File: src/rtl/mu0_control.sv
// MU0 control unit: three-state FETCH/EXEC/HALT sequencer that drives datapath
// selects, register load enables and memory handshake for the MU0 processor.
module mu0_control (
    input  logic       clk,
    input  logic       rst_n,
    input  logic [3:0] F,
    input  logic       N,
    input  logic       Z,
    input  logic       mem_ready,
    output logic       Addr_sel,
    output logic       X_sel,
    output logic       Y_sel,
    output logic [1:0] ALU_fs,
    output logic       PC_En,
    output logic       IR_En,
    output logic       Acc_En,
    output logic       MEMrq,
    output logic       RnW,
    output logic       Halted
);

    typedef enum logic [1:0] {
        StFetch = 2'd0,
        StExec  = 2'd1,
        StHalt  = 2'd2
    } state_e;

    localparam logic [3:0] OpLda = 4'd0;
    localparam logic [3:0] OpSta = 4'd1;
    localparam logic [3:0] OpAdd = 4'd2;
    localparam logic [3:0] OpSub = 4'd3;
    localparam logic [3:0] OpJmp = 4'd4;
    localparam logic [3:0] OpJge = 4'd5;
    localparam logic [3:0] OpJne = 4'd6;
    localparam logic [3:0] OpStp = 4'd7;

    localparam logic [1:0] FsY    = 2'b00;
    localparam logic [1:0] FsAdd  = 2'b01;
    localparam logic [1:0] FsInc  = 2'b10;
    localparam logic [1:0] FsSub  = 2'b11;

    state_e r_state;
    state_e w_state_next;
    logic   w_mem_op;

    // Opcodes 0..3 touch memory and must wait for mem_ready.
    assign w_mem_op = (F[3:2] == 2'b00);

    // Next-state decode; memory accesses stall until mem_ready.
    always_comb begin
        w_state_next = StFetch;
        unique case (r_state)
            StFetch: w_state_next = mem_ready ? StExec : StFetch;
            StExec: begin
                if (w_mem_op) begin
                    w_state_next = mem_ready ? StFetch : StExec;
                end else if (F == OpStp) begin
                    w_state_next = StHalt;
                end else begin
                    w_state_next = StFetch;
                end
            end
            StHalt:  w_state_next = StHalt;
            default: w_state_next = StFetch;
        endcase
    end

    // State register; reset returns to FETCH asynchronously.
    always_ff @(posedge clk or negedge rst_n) begin
        if (!rst_n) begin
            r_state <= StFetch;
        end else begin
            r_state <= w_state_next;
        end
    end

    // Output decode from state and live inputs; reset overrides everything.
    always_comb begin
        Addr_sel = 1'b0;
        X_sel    = 1'b0;
        Y_sel    = 1'b0;
        ALU_fs   = FsY;
        PC_En    = 1'b0;
        IR_En    = 1'b0;
        Acc_En   = 1'b0;
        MEMrq    = 1'b0;
        RnW      = 1'b0;
        Halted   = 1'b0;
        unique case (r_state)
            StFetch: begin
                // PC+1 computed while the instruction is read.
                MEMrq  = 1'b1;
                RnW    = 1'b1;
                X_sel  = 1'b1;
                ALU_fs = FsInc;
                IR_En  = mem_ready;
                PC_En  = mem_ready;
            end
            StExec: begin
                unique case (F)
                    OpLda: begin
                        Addr_sel = 1'b1;
                        MEMrq    = 1'b1;
                        RnW      = 1'b1;
                        Acc_En   = mem_ready;
                    end
                    OpSta: begin
                        Addr_sel = 1'b1;
                        MEMrq    = 1'b1;
                    end
                    OpAdd, OpSub: begin
                        Addr_sel = 1'b1;
                        MEMrq    = 1'b1;
                        RnW      = 1'b1;
                        ALU_fs   = (F == OpAdd) ? FsAdd : FsSub;
                        Acc_En   = mem_ready;
                    end
                    OpJmp, OpJge, OpJne: begin
                        // Jump target comes from IR via the Y operand.
                        Y_sel = 1'b1;
                        if (F == OpJmp) begin
                            PC_En = 1'b1;
                        end else if (F == OpJge) begin
                            PC_En = ~N;
                        end else begin
                            PC_En = ~Z;
                        end
                    end
                    default: ;
                endcase
            end
            StHalt:  Halted = 1'b1;
            default: ;
        endcase
        if (!rst_n) begin
            Addr_sel = 1'b0;
            X_sel    = 1'b0;
            Y_sel    = 1'b0;
            ALU_fs   = FsY;
            PC_En    = 1'b0;
            IR_En    = 1'b0;
            Acc_En   = 1'b0;
            MEMrq    = 1'b0;
            RnW      = 1'b1;
            Halted   = 1'b0;
        end
    end

endmodule

File: config.mk
export PLATFORM = sky130hd
export DESIGN_NAME = mu0_control
export DESIGN_NICKNAME = d
export VERILOG_FILES = /design/src/rtl/mu0_control.sv
export SDC_FILE = /design/constraint.sdc
export NUM_CORES = 1
export LEC_CHECK = 0
export CORE_AREA = 10 10 47 49
export DETAILED_ROUTE_END_ITERATION = 12
export DIE_AREA = 0 0 57 59
export HOLD_SLACK_MARGIN = 0.03
export PLACE_DENSITY = 0.61
export SYNTH_ARGS = -nofsm -noshare
export SYNTH_HDL_FRONTEND = slang
export SYNTH_SLANG_ARGS = --single-unit
File: constraint.sdc
create_clock -name clk -period 1 [get_ports clk]
set_input_delay 0.1 -clock clk [delete_from_list [all_inputs] [get_ports clk]]
set_output_delay 0.1 -clock clk [all_outputs]
set_load 0.01 [all_outputs]
### After elaboration in Yosys (flattened, before gate mapping)

Cells that the tools add are included.

* register bits after elaboration: 2
* input port bits: 9
* output and inout port bits: 11
* word-level logic and storage cells: 53

* equality and inequality tests: 9
* mux-type cells: 34
* bitwise operators: 2
* reductions and logical operators: 7

Operator list (number)
* 2-to-1 mux 1 bit: 24
* equality test 4 x 3 -> 1 bit (second input constant): 4
* 2-to-1 mux 2 bit: 5
* equality test 4 x 2 -> 1 bit (second input constant): 2
* case mux 1 bit (2 select lines): 3
* case mux 2 bit (3 select lines): 1
* OR reduction 3 bit: 2
* equality test 4 x 1 -> 1 bit (second input constant): 1
* zero test 2 bit: 2
* zero test 4 bit: 1
* case mux 2 bit (2 select lines): 1
* OR reduction 4 bit: 1
* equality test 2 x 1 -> 1 bit (second input constant): 1
* equality test 2 bit (second input constant): 1
* inverter 1 bit: 2
* OR reduction 2 bit: 1

### Longest topological paths before layout

Gate-level depths: netlist of the first run.

* depth in word-level cells: 6
* gate-level depth with buffers: 4
* depth with buffers taken out: 3

### Worst setup path before layout of the first run

Ideal clock, no wire load.

* path type: reg-to-output
* start: register r_state[1]
* end: output Acc_En
* data arrival time: 1.095 ns
* required time: 0.900 ns
* setup slack: -0.195 ns
* stages on the path, launching flop included: 4
* buffers on the path: 0
* cell sequence: dfrtp_1 > nand2b_4 > nor4b_4 > and3_1

* longest elaborated chain between the ends: 3

Ends and longest elaborated chain
* from (decl): line 42 `state_e r_state;`
* from (signal assigned): line 71 `r_state <= StFetch;`
* from (signal assigned): line 73 `r_state <= w_state_next;`
* equality test 2 x 1 -> 1 bit: line 89 `unique case (r_state)`
* 2-to-1 mux 1 bit: line 89
* 2-to-1 mux 1 bit: line 135 `if (!rst_n) begin`
* to (decl): line 16 `output logic Acc_En,`

Every way passes these cells.

### Worst setup path in the final report of the first run

* start: register r_state[1]
* end: output PC_En

* longest elaborated chain between the ends: 3
* elaborated cells between the ends (all ways): 4
* classes of those cells: eq/ne: 1; mux: 2; reduce/logical: 1

Ends and longest elaborated chain
* equality test 2 x 1 -> 1 bit / zero test 2 bit (equally long branches): line 89
* case mux 1 bit (2 select lines) *: line 89
* 2-to-1 mux 1 bit *: line 135
* to (decl): line 14 `output logic PC_En,`

Every way passes the cells marked *; elsewhere a longest branch is shown, timed or not.

==> flow_metrics.env, run 1 <==
export IMPL_outcome="finished with violations"
export IMPL_skew_ns=0.00393
export IMPL_power_mw=0.591
export IMPL_min_period_over_period_pct=143
export IMPL_ys_seq_elements=2
export IMPL_synth_area_um2=260
export IMPL_grt_pass1_wl_um=1730
export IMPL_worstSkewPairLatency_ns=0.22
export IMPL_dieArea_mm2=0.00336
export IMPL_hold_buffers=0
export IMPL_post_route_min_period_ns=1.43
export IMPL_violations="setup timing"
export IMPL_netlist_cell_type_count=21
export IMPL_fin_ws_ns=-0.433
export IMPL_die_y_um=59
export IMPL_core_mm2=0.00140
export IMPL_layout_common_cells="buf_4, buf_2, buf_6"
export IMPL_drive_above_1_share_pct=64.2
export IMPL_numCtsBuffers=3
export IMPL_setup_violations_final=13
export IMPL_hold_path_class="in2async"
export IMPL_crit_slowest_cell="dfrtp_1"
export IMPL_path_cells="and4bb_2, nand4_1, o22ai_2, buf_2"
export IMPL_first_pass_iters=2
export IMPL_routed_via_count=358
export IMPL_routed_wl_um=1090
export IMPL_initial_core_util_pct=18.6
export IMPL_syn_num_nets=42
export IMPL_port_buffers=19
export IMPL_clock_root_buffer="clkbuf_4"
export IMPL_die_w_um=57
export IMPL_cts_max_path_buffers=2
export IMPL_post_synth_cell_area_avg_um2=7.89
export IMPL_top_register="r_state"
export IMPL_fillers=153
export IMPL_largest_reg_flops=2
export IMPL_slew_headroom_pct=83.4
export IMPL_hold_violations=0
export IMPL_holdWs_ns=0.248
export IMPL_grt_max_degree=7
export IMPL_fin_cells=83
export IMPL_yosys_warnings=0
export IMPL_worst_path_max_fanout=4
export IMPL_maxCapViolCount=0
export IMPL_route_detailed_drc=0
export IMPL_grt_overflow=0
export IMPL_power_leakage_nw=0.292
export IMPL_cts_sinks=2
export IMPL_vias_per_cell=4.31
export IMPL_largest_registers="r_state: 2 flops"
export IMPL_ys_seq_area_share_pct=19.2
export IMPL_required_ns=0.90
export IMPL_timing_fmax_mhz=698
export IMPL_fin_setup_tns_ns=-3.89
export IMPL_slowest_delay_ns=0.39
export IMPL_syn_instance_count=33
export IMPL_startpoint_type="flop"
export IMPL_grt_pass1_vias=382
export IMPL_dp_hpwl_um=756
export IMPL_tightest_slew_ns=0.248
export IMPL_peakVddDrop_mv=0.584
export IMPL_clk_pin_slew_ns=0.03
export IMPL_arrival_ns=1.33
export IMPL_wl_per_cell_um=13.1
export IMPL_synthToLayoutAreaGrowth_pct=134
export IMPL_rsz0062_at_grt="true"
export IMPL_power_density_mw_per_mm2=969
export IMPL_place_congestion=0.710
export IMPL_grt_usage_pct=6.76
export IMPL_htree_num_levels=1
export IMPL_num_rows=14
export IMPL_end_kind="output pin"
export IMPL_ant_nets=0
export IMPL_drv_slew=0
export IMPL_pin_count=20
export IMPL_antenna_found_initial=0
export IMPL_cts_tree="yes"
export IMPL_final_nets=78
export IMPL_layout_commonest_cell="buf_4"
export IMPL_n_antenna_cell=0
export IMPL_worstSetupPathType="reg2out"
export IMPL_place_inst=75
export IMPL_initialDrtViolationCount=1
## logic make-up after synthesis
group / share of synthesized area (%)
and+or+nand+nor: 53.4
muxes: 3.85
DFF: 19.2
AOI/OAI and AO/OA: 14.9
buffers and inverters: 8.65
## metal layers
layer | part of all wire, % | vias to the layer above | GRT usage, %
met5 | 0 | - | 0
met1 | 35 | 165 | 5.63
met4 | 0 | 0 | 6.04
met2 | 57 | 10 | 11.3
li1 | - | 183 | -
met3 | 8.7 | 0 | 3.86
## cell type report
cell class	count	area [µm²]	share of cell area, %
clock buffer	3	22.5	3.70
inverter	4	15.0	2.46
multi-input combinational	26	233	38.2
sequential	2	51.3	8.42
tap	16	20.0	3.29
timing repair buffer	32	268	43.9
## synthesized netlist by cell type (all sizes together)
cell | count | area share [%]
inv | 4 | 5.8
a21oi | 3 | 5.8
nand2b | 3 | 10
nor2 | 3 | 4.3
dfrtp | 2 | 19
nand2 | 2 | 2.9
nand3 | 2 | 3.8
nor3b | 2 | 7.7
o21ai | 2 | 3.8
a21boi | 1 | 2.9
and2 | 1 | 2.9
and3 | 1 | 2.4
and4bb | 1 | 4.8
buf | 1 | 2.9
mux2i | 1 | 3.8
nand3b | 1 | 2.9
nand4 | 1 | 2.4
nor4b | 1 | 9.1
o22ai | 1 | 2.4
## critical path, delay by kind of cell (launching register included)
kind | cells | cell delay, ns
AOI/OAI and AO/OA | 1 | 0.11
DFF | 1 | 0.39
buffers and inverters | 1 | 0.15
and+or+nand+nor | 2 | 0.46
## path summary, 6_finish.rpt
| kind | end | startpoint | slack [ns] | cells after the start |
|---|---|---|---|---|
| worst max-delay path | PC_En | r_state[1] | -0.43 | 4 |
| min in group clk | r_state[1] | F[0] | 0.35 | 3 |
| worst max register to register | r_state[0] | r_state[0] | -0.07 | 5 |
| worst min register to register | r_state[0] | r_state[1] | 0.55 | 2 |
| max in group asynchronous | r_state[0] | rst_n | 0.64 | 2 |
| worst min-delay path | r_state[0] | rst_n | 0.25 | 2 |
## power by group
group,internal [mW],switching (mW),leakage (nW)
Sequential,0.0916,0.0122,0.0250
Clock,0.132,0.0448,0.0138
Combinational,0.179,0.131,0.253
## what timing repair did
item | 4_1_cts | 5_1_grt
setup buffers | 5 | 4
setup endpoints to repair | 13 | 13
pin swaps | 5 | 8
resized for setup | 60 | 12
## metrics by stage
step	instance area, µm²	utilization [%]	setup slack [ns]
5_1_grt	609	43.5	-0.516
3_3_place_gp	523	37.3	-0.857
4_1_cts	568	40.5	-0.488
2_1_floorplan	260	-	-0.195
3_5_place_dp	523	37.3	-0.887
6_report	609	43.5	-0.433
(Power assumes the default switching activity.)
==> run 2: changes to the inputs <==
--- a/config.mk
+++ b/config.mk
@@ -10,6 +10,7 @@
 export DIE_AREA = 0 0 57 59
 export HOLD_SLACK_MARGIN = 0.03
 export PLACE_DENSITY = 0.61
+export SETUP_SLACK_MARGIN = 0.05
 export SYNTH_ARGS = -nofsm -noshare
 export SYNTH_HDL_FRONTEND = slang
 export SYNTH_SLANG_ARGS = --single-unit
==> flow_metrics.env, run 2 (synthesized netlist as in run 1, its figures left out) <==
export IMPL_rsz0062_at_grt="true"
export IMPL_dieArea_mm2=0.00336
export IMPL_route_detailed_drc=0
export IMPL_cts_tree="yes"
export IMPL_pin_count=20
export IMPL_largest_registers="r_state: 2 flops"
export IMPL_peakVddDrop_mv=0.533
export IMPL_worstSetupPathType="reg2out"
export IMPL_timing_fmax_mhz=699
export IMPL_arrival_ns=1.33
export IMPL_required_ns=0.90
export IMPL_num_rows=14
export IMPL_fin_cells=85
export IMPL_worst_path_max_fanout=3
export IMPL_n_antenna_cell=0
export IMPL_grt_pass1_wl_um=1800
export IMPL_cts_max_path_buffers=2
export IMPL_preCtsSetupSlack_ns=-0.842
export IMPL_min_period_over_period_pct=143
export IMPL_worstSkewPairLatency_ns=0.23
export IMPL_design_area_um2=589
export IMPL_port_buffers=19
export IMPL_grt_usage_pct=6.71
export IMPL_synthToLayoutAreaGrowth_pct=126
export IMPL_core_mm2=0.00140
export IMPL_place_inst=77
export IMPL_slew_headroom_pct=84.1
export IMPL_hold_path_class="in2async"
export IMPL_top_register="r_state"
export IMPL_antenna_found_initial=0
export IMPL_placed_cell_area_um2=538
export IMPL_largest_reg_flops=2
export IMPL_fin_setup_tns_ns=-3.43
export IMPL_startpoint_type="flop"
export IMPL_numCtsBuffers=3
export IMPL_fillers=160
export IMPL_initialDrtViolationCount=2
export IMPL_drv_slew=0
export IMPL_fin_ws_ns=-0.430
export IMPL_power_leakage_nw=0.293
export IMPL_outcome="finished with violations"
export IMPL_clk_pin_slew_ns=0.03
export IMPL_drive_above_1_share_pct=63.8
export IMPL_vias_per_cell=4.34
export IMPL_first_pass_iters=4
export IMPL_holdWs_ns=0.231
export IMPL_end_kind="output pin"
export IMPL_grt_pass1_vias=447
export IMPL_power_mw=0.577
export IMPL_fin_util_pct=42.1
export IMPL_wl_per_cell_um=13.0
export IMPL_routed_wl_um=1100
export IMPL_die_y_um=59
export IMPL_clock_root_buffer="clkbuf_4"
export IMPL_die_w_um=57
export IMPL_setup_violations_final=11
export IMPL_final_nets=80
export IMPL_violations="setup timing"
export IMPL_hold_violations=0
export IMPL_maxCapViolCount=0
export IMPL_initial_core_util_pct=18.6
export IMPL_htree_num_levels=1
export IMPL_place_congestion=0.792
export IMPL_grt_overflow=0
export IMPL_skew_ns=0.00196
export IMPL_post_route_min_period_ns=1.43
export IMPL_tightest_slew_ns=0.237
export IMPL_grt_max_degree=7
export IMPL_ant_nets=0
export IMPL_routed_via_count=369
export IMPL_layout_commonest_cell="buf_4"
export IMPL_cts_sinks=2
export IMPL_power_density_mw_per_mm2=979
export IMPL_layout_common_cells="buf_4, buf_2, dlygate4sd2_1, clkdlybuf4s50_1, buf_6"
## run 2: report_power, final
group          switching [mW]  internal, mW  total, mW
logic                   0.122         0.164      0.286
clock network          0.0542         0.133      0.187
registers              0.0126        0.0916      0.104
## run 2: routing by layer
layer | wire length (µm) | share of wire (%) | vias to the layer above | global-route usage (%)
li1 | - | - | 188 | -
met1 | 431 | 39 | 165 | 6.93
met2 | 564 | 51 | 14 | 10.9
met3 | 82 | 7.4 | 2 | 1.93
met4 | 22 | 2.0 | 0 | 6.04
met5 | 0 | 0 | - | 0
## run 2: cell type report
cell class | count | area (µm²) | area share, %
Tap cell | 16 | 20.0 | 3.40
Clock buffer | 3 | 22.5 | 3.82
Inverter | 4 | 15.0 | 2.55
Sequential cell | 2 | 51.3 | 8.70
Timing Repair Buffer | 34 | 263 | 44.6
Multi-Input combinational cell | 26 | 218 | 36.9
## run 2: what timing repair did
| action | in CTS | in global routing |
|---|---|---|
| buffers inserted | 5 | 2 |
| pin swaps | 7 | 3 |
| hold buffers | 0 | 0 |
| gates resized for setup | 63 | 6 |
| hold endpoints to repair | 0 | 0 |
| cloned | 0 | 0 |
| setup endpoints to repair | 13 | 12 |
## run 2: path summary, 6_finish.rpt
check                            from          to  slack [ns]  cells after the start
min in group clk                 F[0]  r_state[1]        0.34                      3
min                             rst_n  r_state[1]        0.23                      2
max                        r_state[1]      Acc_En       -0.43                      4
max in group asynchronous       rst_n  r_state[0]        0.66                      2
min reg2reg                r_state[1]  r_state[0]        0.58                      2
max reg2reg                r_state[0]  r_state[0]        0.06                      4
## run 2: critical path: stages (launching register included)
cell and delay (ns):
dfrtp_1 0.39, nand2b_4 0.16, nor4b_4 0.25, and3_1 0.18
buf_2 0.12
